### src/rtl/pim_bank_pkg.sv
// Shared types, default widths and helpers for the PIM bank port multiplexer.
package pim_bank_pkg;

    localparam int DEF_ADDR_W = 16;
    localparam int DEF_DATA_W = 32;
    localparam int DEF_LEN_W  = 4;

    typedef enum logic [1:0] {
        IDLE  = 2'd0,
        BURST = 2'd1,
        DRAIN = 2'd2
    } state_e;

    // Index of the highest set bit of a one-hot vector (up to 32 masters).
    function automatic logic [4:0] onehot_to_idx(input logic [31:0] vec);
        logic [4:0] idx;
        idx = '0;
        for (int i = 0; i < 32; i++) begin
            if (vec[i]) idx = 5'(i);
        end
        return idx;
    endfunction

endpackage

### src/rtl/pim_bank_rsp_pipe.sv
// One-cycle read-return register: remembers that a read beat was issued and
// for whom, then steers the bank's read data back to that master.
module pim_bank_rsp_pipe
    import pim_bank_pkg::*;
#(
    parameter int MASTERS = 2,
    parameter int DATA_W  = DEF_DATA_W,
    parameter int OW      = 1
) (
    input  logic               clk,
    input  logic               rst_n,
    input  logic               rd_issue,
    input  logic [OW-1:0]      rd_owner,
    input  logic [DATA_W-1:0]  mem_rdata,
    output logic [MASTERS-1:0] m_rsp_valid,
    output logic [DATA_W-1:0]  m_rsp_data
);

    logic          pend;
    logic [OW-1:0] pend_owner;

    // Track "read issued last cycle" and the master that issued it.
    always_ff @(posedge clk or negedge rst_n) begin
        if (!rst_n) begin
            pend       <= 1'b0;
            pend_owner <= '0;
        end else begin
            pend <= rd_issue;
            if (rd_issue) pend_owner <= rd_owner;
        end
    end

    // Qualify the shared data bus with a one-hot valid towards the owner.
    always_comb begin
        m_rsp_valid = '0;
        m_rsp_data  = '0;
        if (pend) begin
            m_rsp_valid[pend_owner] = 1'b1;
            m_rsp_data              = mem_rdata;
        end
    end

endmodule

### src/rtl/pim_bank_port_mux.sv
// Multi-master front end of one PIM bank: locks the arbiter's grant for a whole
// burst, drives the single SRAM port with incrementing addresses and returns
// read beats to the owning master.
//
// Handshake: a command is taken in the cycle m_cmd_valid[i] and m_cmd_ready[i]
// are both high; ready is a one-cycle pulse raised only in IDLE for the granted
// master. Write beats have no backpressure: m_wready[owner] marks the cycle the
// beat is consumed. Read beats carry no ready either: m_rsp_valid[owner] marks
// the cycle m_rsp_data holds a beat.
module pim_bank_port_mux
    import pim_bank_pkg::*;
#(
    parameter int MASTERS = 2,
    parameter int ADDR_W  = DEF_ADDR_W,
    parameter int DATA_W  = DEF_DATA_W,
    parameter int LEN_W   = DEF_LEN_W
) (
    input  logic                           clk,
    input  logic                           rst_n,
    input  logic [MASTERS-1:0]             m_cmd_valid,
    output logic [MASTERS-1:0]             m_cmd_ready,
    input  logic [MASTERS-1:0][ADDR_W-1:0] m_cmd_addr,
    input  logic [MASTERS-1:0]             m_cmd_we,
    input  logic [MASTERS-1:0][LEN_W-1:0]  m_cmd_len,
    input  logic [MASTERS-1:0][DATA_W-1:0] m_wdata,
    output logic [MASTERS-1:0]             m_wready,
    output logic [MASTERS-1:0]             m_rsp_valid,
    output logic [DATA_W-1:0]              m_rsp_data,
    output logic [MASTERS-1:0]             arb_req,
    input  logic [MASTERS-1:0]             arb_gnt,
    output logic                           mem_en,
    output logic                           mem_we,
    output logic [ADDR_W-1:0]              mem_addr,
    output logic [DATA_W-1:0]              mem_wdata,
    input  logic [DATA_W-1:0]              mem_rdata,
    output state_e                         dbg_state
);

    localparam int OW = (MASTERS > 1) ? $clog2(MASTERS) : 1;

    state_e            state, state_nxt;
    logic [OW-1:0]     owner;
    logic [ADDR_W-1:0] addr;
    logic              burst_we;
    logic [LEN_W-1:0]  remaining;
    logic              gnt_ok;
    logic [OW-1:0]     gnt_idx;
    logic              accept;

    // A grant counts only if it is one-hot and points at a requesting master.
    assign gnt_ok  = (arb_gnt != '0)
                  && ((arb_gnt & (arb_gnt - MASTERS'(1))) == '0)
                  && ((arb_gnt & ~m_cmd_valid) == '0);
    assign gnt_idx = OW'(onehot_to_idx(32'(arb_gnt)));
    assign accept  = (state == IDLE) && gnt_ok;

    assign dbg_state = state;

    // State register.
    always_ff @(posedge clk or negedge rst_n) begin
        if (!rst_n) state <= IDLE;
        else        state <= state_nxt;
    end

    // Burst context: latched on accept, address and beat count advance per beat.
    always_ff @(posedge clk or negedge rst_n) begin
        if (!rst_n) begin
            owner     <= '0;
            addr      <= '0;
            burst_we  <= 1'b0;
            remaining <= '0;
        end else if (accept) begin
            owner     <= gnt_idx;
            addr      <= m_cmd_addr[gnt_idx];
            burst_we  <= m_cmd_we[gnt_idx];
            remaining <= m_cmd_len[gnt_idx];
        end else if (state == BURST) begin
            addr <= addr + ADDR_W'(1);
            if (remaining != '0) remaining <= remaining - LEN_W'(1);
        end
    end

    // Next state and all port-side outputs; arbiter only sees requests in IDLE.
    always_comb begin
        state_nxt   = state;
        arb_req     = '0;
        m_cmd_ready = '0;
        m_wready    = '0;
        mem_en      = 1'b0;
        mem_we      = 1'b0;
        mem_addr    = '0;
        mem_wdata   = '0;
        case (state)
            IDLE: begin
                arb_req = m_cmd_valid;
                if (gnt_ok) begin
                    m_cmd_ready = arb_gnt;
                    state_nxt   = BURST;
                end
            end
            BURST: begin
                mem_en   = 1'b1;
                mem_we   = burst_we;
                mem_addr = addr;
                if (burst_we) begin
                    mem_wdata       = m_wdata[owner];
                    m_wready[owner] = 1'b1;
                end
                if (remaining == '0) state_nxt = burst_we ? IDLE : DRAIN;
            end
            DRAIN: state_nxt = IDLE;
            default: state_nxt = IDLE;
        endcase
    end

    pim_bank_rsp_pipe #(
        .MASTERS(MASTERS),
        .DATA_W (DATA_W),
        .OW     (OW)
    ) u_rsp_pipe (
        .clk        (clk),
        .rst_n      (rst_n),
        .rd_issue   ((state == BURST) && !burst_we),
        .rd_owner   (owner),
        .mem_rdata  (mem_rdata),
        .m_rsp_valid(m_rsp_valid),
        .m_rsp_data (m_rsp_data)
    );

endmodule

### config.mk
export PLATFORM = sky130hd
export DESIGN_NAME = pim_bank_port_mux
export DESIGN_NICKNAME = d
export VERILOG_FILES = /design/src/rtl/pim_bank_pkg.sv /design/src/rtl/pim_bank_rsp_pipe.sv /design/src/rtl/pim_bank_port_mux.sv
export SDC_FILE = /design/constraint.sdc
export NUM_CORES = 1
export LEC_CHECK = 0
export ABC_AREA = 1
export BUFFER_PORTS_ARGS = -buffer_cell sky130_fd_sc_hd__clkbuf_2
export CAP_MARGIN = 40
export CORE_AREA = 2 2 91 93
export CTS_CLUSTER_SIZE = 24
export DETAILED_ROUTE_END_ITERATION = 8
export DIE_AREA = 0 0 93 95
export GPL_TIMING_DRIVEN = 0
export HOLD_SLACK_MARGIN = 0.05
export PLACE_DENSITY = 0.73
export SLEW_MARGIN = 5
export SYNTH_ARGS = -nofsm -noshare
export SYNTH_HDL_FRONTEND = slang
export SYNTH_SLANG_ARGS = --single-unit
### constraint.sdc
create_clock -name clk -period 1.75 [get_ports clk]
set_clock_uncertainty 0.15 [all_clocks]
set_input_delay 0.35 -clock clk [delete_from_list [all_inputs] [get_ports clk]]
set_output_delay 0.35 -clock clk [all_outputs]
set_load 0.1 [all_outputs]
==> results of run 1 <==
==> state kept, by name, indices dropped and copies added, names as in the netlist <==
register	flops
addr	16
burst_we	1
dbg_state	2
owner	1
remaining	4
u_rsp_pipe.pend	1
u_rsp_pipe.pend_owner	1
==> worst max-delay path, stage by stage, from the launching register on <==
cell       delay (ns)
dfrtp_4          0.53
inv_4            0.07
nand2_4          0.05
nor2_4           0.16
nand2_4          0.11
clkinv_8         0.12
buf_12           0.14
a22o_4           0.16
clkbuf_16        0.21
==> final timing paths <==
kind / from / endpoint / slack (ns)
max in group asynchronous: rst_n / dbg_state[0] / 0.42
setup reg to reg: dbg_state[0] / remaining[3] / -0.59
hold / removal: m_cmd_we[1] / burst_we / 0.20
hold reg to reg: burst_we / u_rsp_pipe.pend / 0.42
min in group asynchronous: rst_n / remaining[3] / 0.52
setup / recovery: dbg_state[1] / mem_wdata[25] / -0.60
==> cells by family after synthesis <==
logic type | share of synthesized area (%)
simple gates | 37.7
buf+inv | 15.8
compound gates | 19.0
flops | 25.2
xor+xnor | 1.36
fa+ha+maj | 0.968
==> placed cells by master, fill, tap and decap left out, types with 3 or more instances in the layout <==
cell,Yosys,final
a21oi_1,11,5
nand3_1,19,16
buf_6,0,18
a22o_4,0,31
buf_4,2,24
buf_12,0,12
inv_1,81,40
nand3_2,1,3
buf_16,0,3
o21ai_1,1,3
nand4_1,4,4
inv_2,1,6
nor2_1,56,34
clkbuf_16,0,95
nand2_2,1,8
nand2_4,0,35
nand2_1,156,114
o21ai_0,16,9
clkbuf_8,0,4
clkbuf_2,0,143
dfrtp_1,26,23
a21oi_2,0,6
buf_8,0,4
o211ai_1,3,3
nor2_4,1,24
o21ai_2,0,5
xor2_1,4,4
clkinvlp_4,0,31
==> power breakdown <==
group	switching, W	internal [W]	total, W
Sequential	0.000445	0.000909	0.00135
Clock	0.000234	0.000202	0.000436
Combinational	0.0106	0.00649	0.0171
Total	0.0112	0.00760	0.0188
==> metal layers <==
metal  routed length [um]  up-vias
met5                    0        -
met4                 2940        0
met3                 3230      274
met2                11000      633
met1                 7050     2340
li1                     -     1969
==> per-stage QoR <==
stage | setup TNS [ns] | std cells | utilization [%] | total power [W]
3_3_place_gp | -29.84 | 787 | 56.6 | 0.0115
4_1_cts | -27.64 | 817 | 88.5 | 0.0165
6_report | -46.60 | 839 | 94.8 | 0.0188
2_1_floorplan | -44.35 | 447 | - | 0.0100
3_5_place_dp | -32.49 | 787 | 56.6 | 0.0116
5_1_grt | -47.98 | 839 | 94.8 | 0.0191
==> final cells by class <==
cell class                 count  area share (%)
clock buffer                   4           0.733
sequential                    26            8.78
tap                          105            1.75
timing repair buffer         284            47.8
buffer                        20            3.96
inverter                      82            6.11
multi-input combinational    318            30.9
==> what timing repair did <==
| action | 4_1_cts | 5_1_grt |
|---|---|---|
| hold buffers | 1 | 0 |
| setup buffers | 18 | 17 |
| endpoints found under the hold margin | 26 | 0 |
| pin swaps | 8 | 12 |
| gates cloned | 8 | 5 |
| endpoints found under the setup margin | 111 | 116 |
| gates resized for setup | 390 | 75 |
==> results.tsv, run 1 <==
metric	value	unit
status	finished, violations left	
failing checks	design-rule violations, negative setup slack	
crit path capture type	output port	
Register Area	659	sq um
Mapped Cells	447	
Top FF cell, synth	dfrtp_1	
upper clock frequency limit	426	MHz
Initial Utilization	32.6	%
Worst Tran Pin Value	0.865	ns
Die Ht	95	um
slew margin rel.	42.3	%
busiest grt layer	met2	
Final Worst Setup Slack	-0.599	ns
Syn Nets	593	
Seq/Total Area, Yosys	25.2	%
via count	5216	
design area	7510	sq um
clock slew at reported path FFs	0.11	ns
Slew Viols, Final	0	
worst vdd ir	1830	uV
full die area	8840	sq um
Final Critical Period	2.35	ns
Area growth, synth to finish	191	%
unrepaired setup endpoints after global routing	yes	
first-pass GRT wire length	26500	um
#FFs+latches synth	26	
Min-Delay Path Class	input port to flip-flop	
synthesized area per cell	5.78	sq um
worst-skew pair later-pin latency	0.29	ns
Post-synth EDFFs	0	
Final Hold Fails	0	
Die Width	93	um
fill count	214	
vias in the first global route	4610	
clock root buffer	clkbuf_8	
worst path required time	1.25	ns
Setup-failing EPs final	116	
pre-CTS setup slack	-0.576	ns
area taken by multi-input logic gates	2320	sq um
most common cell in the netlist	nand2_1	
Buffers on Ports	235	
Critical Path AT	1.85	ns
crit-path max FO	9	
cts bufs inserted	3	
clk sinks	26	
Yosys cell types	30	
synth warn	0	
placement row count	33	
cell area after synthesis	2580	sq um
number of diodes	0	
TritonCTS clock tree	yes	
largest net degree at the start of global routing	27	
Via-to-Cell Ratio	6.22	
pwr/cell area	2510	nW/um^2
Synth top area share	25.2	%
final WL	24200	um
leak pwr	3.84	nW
Max Cap Viol	0	
initial DRC count	775	
Detail Placement HPWL	9870	um
CTS Buffer Depth	2	
critical path class	flip-flop to output port	
initial antenna violation count	0	
post-route ant nets	0	
final worst hold slack	0.199	ns
share of layout cells above drive strength 1	63.9	%
H-Tree Depth	1	
Yosys top cell by area	dfrtp_1	
routed len/inst	28.9	um
nets	881	
GRT Overall Usage	40.7	%
Core ar.	7930	sq um
placed cell area	4490	sq um
period utilization	134	%
Post-synth top cells	nand2_1, inv_1, nor2_1, a22o_1, dfrtp_1	
post-route DRC violation count	1	
DRT Pass-1 Iters	9	
R2R cell count	10	
GPL Wtd Cong	0.917	
Startpoint Class	flip-flop	
GR Layer Usage met3	8.94	%
Ports	236	
top cells by area, synth	dfrtp_1, nand2_1, inv_1	
total grt overflow	0	
met2 Use GR	75.0	%
FFs w/ async S/R, synth	100	%
met1 usage	42.5	%
hold depth	3	
(Power assumes the default switching activity.)
==> run 2, diff against run 1 <==
--- a/config.mk
+++ b/config.mk
@@ -8,14 +8,15 @@
 export ABC_AREA = 1
 export BUFFER_PORTS_ARGS = -buffer_cell sky130_fd_sc_hd__clkbuf_2
 export CAP_MARGIN = 40
-export CORE_AREA = 2 2 91 93
+export CORE_AREA = 2 2 92 94
 export CTS_CLUSTER_SIZE = 24
 export DETAILED_ROUTE_END_ITERATION = 8
-export DIE_AREA = 0 0 93 95
+export DIE_AREA = 0 0 94 96
 export GPL_TIMING_DRIVEN = 0
 export HOLD_SLACK_MARGIN = 0.05
-export PLACE_DENSITY = 0.73
+export PLACE_DENSITY = 0.72
 export SLEW_MARGIN = 5
 export SYNTH_ARGS = -nofsm -noshare
 export SYNTH_HDL_FRONTEND = slang
+export SYNTH_HIERARCHICAL = 1
 export SYNTH_SLANG_ARGS = --single-unit
==> run 2 against run 1 <==
- the run ends with negative setup slack left
- clock power increased by 26%
- power down 3.7%
- hold slack worse by 0.032 ns
- global-route usage fell by 2.6 points
- count of clock-buffer cells in the layout is 1 lower
- sequential share of layout area increased by 0.32 points
- largest cell class unchanged
- highest routed layer is now met5
==> results.tsv, run 2 <==
metric	value	unit	change
DRT Pass-1 Iters	6		-3
Syn Nets	580		-2.2%
Final Worst Setup Slack	-0.613	ns	-0.0133 ns
commonest non-fill, non-tap cell in the layout	clkbuf_2		
worst-path cell chain	nand2_8 > clkinvlp_4 > nand2_4 > inv_8 > buf_16 > a22o_4 > clkbuf_16		
synth warn	6		+6
Buffers on Ports	235		unchanged
Internal	0.00753	W	-0.92%
slew margin rel.	51.7	%	+9.4 points
full die area	9020	sq um	+2.1%
R2R cell count	11		+1
status	finished, violations left		
combinational power share	90.0	%	-0.5 points
Setup-failing EPs final	113		-2.6%
worst vdd ir	1580	uV	-14%
synthesized area per cell	6.07	sq um	+5.0%
routed len/inst	25.5	um	-12%
period utilization	135	%	+0.76 points
Post-synth EDFFs	0		unchanged
Detail Placement HPWL	9650	um	-2.2%
Yosys top cell by area	dfrtp_1		
Initial Utilization	32.7	%	+0.12 points
nets	869		-1.4%
Critical Path AT	1.86	ns	about the same
total grt overflow	0		unchanged
failing checks	negative setup slack		
#FFs+latches synth	26		unchanged
worst path required time	1.25	ns	about the same
crit path capture type	output port		
CP max-delay cell	dfrtp_4		
Min-Delay Path Class	input port to flip-flop		
Final Hold Fails	0		unchanged
Worst Tran Pin Value	0.725	ns	-0.141 ns
largest net degree at the start of global routing	27		unchanged
Mapped Cells	434		-2.9%
clock root buffer	clkbuf_8		
DP Cell Count	774		-1.7%
GRT Overall Usage	38.1	%	-2.6 points
post-route ant nets	0		unchanged
P_sw	0.0106	W	-5.5%
vias in the first global route	4617		+0.15%
initial DRC count	561		-28%
clock power share	3.0	%	+0.7 points
Final TNS setup	-37.97	ns	+8.63 ns
Max Cap Viol	0		unchanged
Largest Register	addr		
Die Ht	96	um	+1.1%
top cells by area, synth	dfrtp_1, nand2_1, inv_1		
cell area after synthesis	2630	sq um	+1.9%
H-Tree Depth	1		unchanged
Yosys cell types	33		+10%
Ports	236		unchanged
crit-path max FO	6		-3
cts bufs inserted	3		unchanged
Area growth, synth to finish	175	%	
TritonCTS clock tree	yes		
Seq/Total Area, Yosys	24.7	%	-0.48 points
Via-to-Cell Ratio	5.73		-7.8%
number of diodes	0		unchanged
most frequent cells in the layout	clkbuf_2, nand2_1, clkbuf_16		
pwr/cell area	2500	nW/um^2	-0.20%
Synth top area share	24.7	%	-0.48 points
share of layout cells above drive strength 1	63.2	%	-0.74 points
Post-synth top cells	nand2_1, inv_1, nor2_1, a22o_1, dfrtp_1		
Core ar.	8050	sq um	+1.6%
clk sinks	26		unchanged
via count	4738		-9.2%
Die Width	94	um	+1.1%
leak pwr	3.91	nW	+1.7%
final WL	21100	um	-13%
post-route DRC violation count	0		-1
number of flip-flops in the largest register	16		unchanged
Final Critical Period	2.36	ns	+0.0133 ns
GPL Wtd Cong	0.917		about the same
Sequential Power Share	7.0	%	-0.2 points
fill count	315		+47%
first-pass GRT wire length	25700	um	-3.1%
Switching Share	58.5	%	-1.2 points
slowest stage delay, CP	0.53	ns	about the same
Top FF cell, synth	dfrtp_1		
upper clock frequency limit	423	MHz	-0.56%
CTS Buffer Depth	2		unchanged
critical path class	flip-flop to output port		
final core occ	90.1	%	-4.7 points
most common cell in the netlist	nand2_1		
hold depth	3		unchanged
clock slew at reported path FFs	0.11	ns	about the same
initial antenna violation count	0		unchanged
final std cells w/o fill	827		-1.4%
placement row count	33		unchanged
Slew Viols, Final	0		unchanged
Startpoint Class	flip-flop		
worst-skew pair later-pin latency	0.29	ns	about the same
FFs w/ async S/R, synth	100	%	unchanged
unrepaired setup endpoints after global routing	yes		
[run 2: cell types whose count changed in the layout (fill, tap and decap cells not counted), sizes merged, moves of 5 or more]
cell and delta:
clkinvlp -30, inv +29, nor2 -5, or2 +5
nand2 -16
[run 2: layer usage]
metal | vias up | track usage [%] | share of wire [%]
met3 | 177 | 14.2 | 14
met5 | - | 0 | 0.29
met2 | 448 | 68.7 | 47
li1 | 1942 | - | -
met4 | 2 | 20.9 | 8.0
met1 | 2169 | 38.1 | 31
[run 2: worst paths after layout]
kind	from	endpoint	slack, ns
worst max-delay path	dbg_state[0]	mem_wdata[2]	-0.61
min in group asynchronous	rst_n	addr[5]	0.51
worst min-delay path	m_cmd_len[0]	remaining[0]	0.17
worst max register to register	dbg_state[0]	addr[0]	-0.44
max in group asynchronous	rst_n	dbg_state[0]	0.40
worst min register to register	remaining[1]	remaining[1]	0.43
[run 2: worst max-delay path, delay by kind of cell (launching register included)]
family	cells	cell delay, ns
AOI/OAI and AO/OA	1	0.29
buffers and inverters	4	0.54
DFF	1	0.53
and+or+nand+nor	2	0.21
[run 2: area by class of cell]
type	instances	area (sq um)	share of cell area [%]
plain buffers	17	234	3.23
repair buffers	288	3600	49.6
multi-input cells	308	2230	30.7
clock inverters	1	30.0	0.414
clock buffers	3	41.3	0.569
inverters	79	328	4.52
flip-flops and latches	26	659	9.09
well taps	105	131	1.81
[run 2: power by group through the flow]
stage | clock network [W] | logic (W) | registers [W]
2_1_floorplan | 0 | 0.00868 | 0.00125
3_3_place_gp | 0 | 0.0102 | 0.00117
3_5_place_dp | 0 | 0.0103 | 0.00117
4_1_cts | 0.000522 | 0.0148 | 0.00117
5_1_grt | 0.000544 | 0.0166 | 0.00128
6_report | 0.000550 | 0.0163 | 0.00126
[run 2: repair_timing]
item,CTS,global route
hold endpoints to repair,26,0
buffers inserted,30,17
pin swaps,14,14
resized for setup,385,80
hold buffers,1,0
setup endpoints to repair,110,115
gates cloned,8,4
[run 2: kinds of logic (layout without fill, tap and decap cells)]
group | count (synthesis) | in the layout | synth area share (%)
DFF | 26 | 26 | 24.7
xor gates and xnor gates | 3 | 3 | 0.998
and+or+nand+nor | 232 | 232 | 36.9
AOI/OAI and AO/OA | 71 | 71 | 19.6
buffers and inverters | 100 | 388 | 16.9
adders and majority gates | 2 | 2 | 0.950
[run 2: through the flow]
| step | hold WS, ns | area [sq um] | power [W] | worst slack (ns) |
|---|---|---|---|---|
| after global routing | 0.196 | 7250 | 0.0185 | -0.632 |
| final | 0.167 | 7250 | 0.0182 | -0.613 |
| after CTS | 0.169 | 6910 | 0.0165 | -0.509 |
| after floorplan | -0.0956 | 3100 | 0.00993 | -0.910 |
| after detailed placement | 0.273 | 4410 | 0.0115 | -0.666 |
| after global placement | 0.271 | 4410 | 0.0114 | -0.667 |
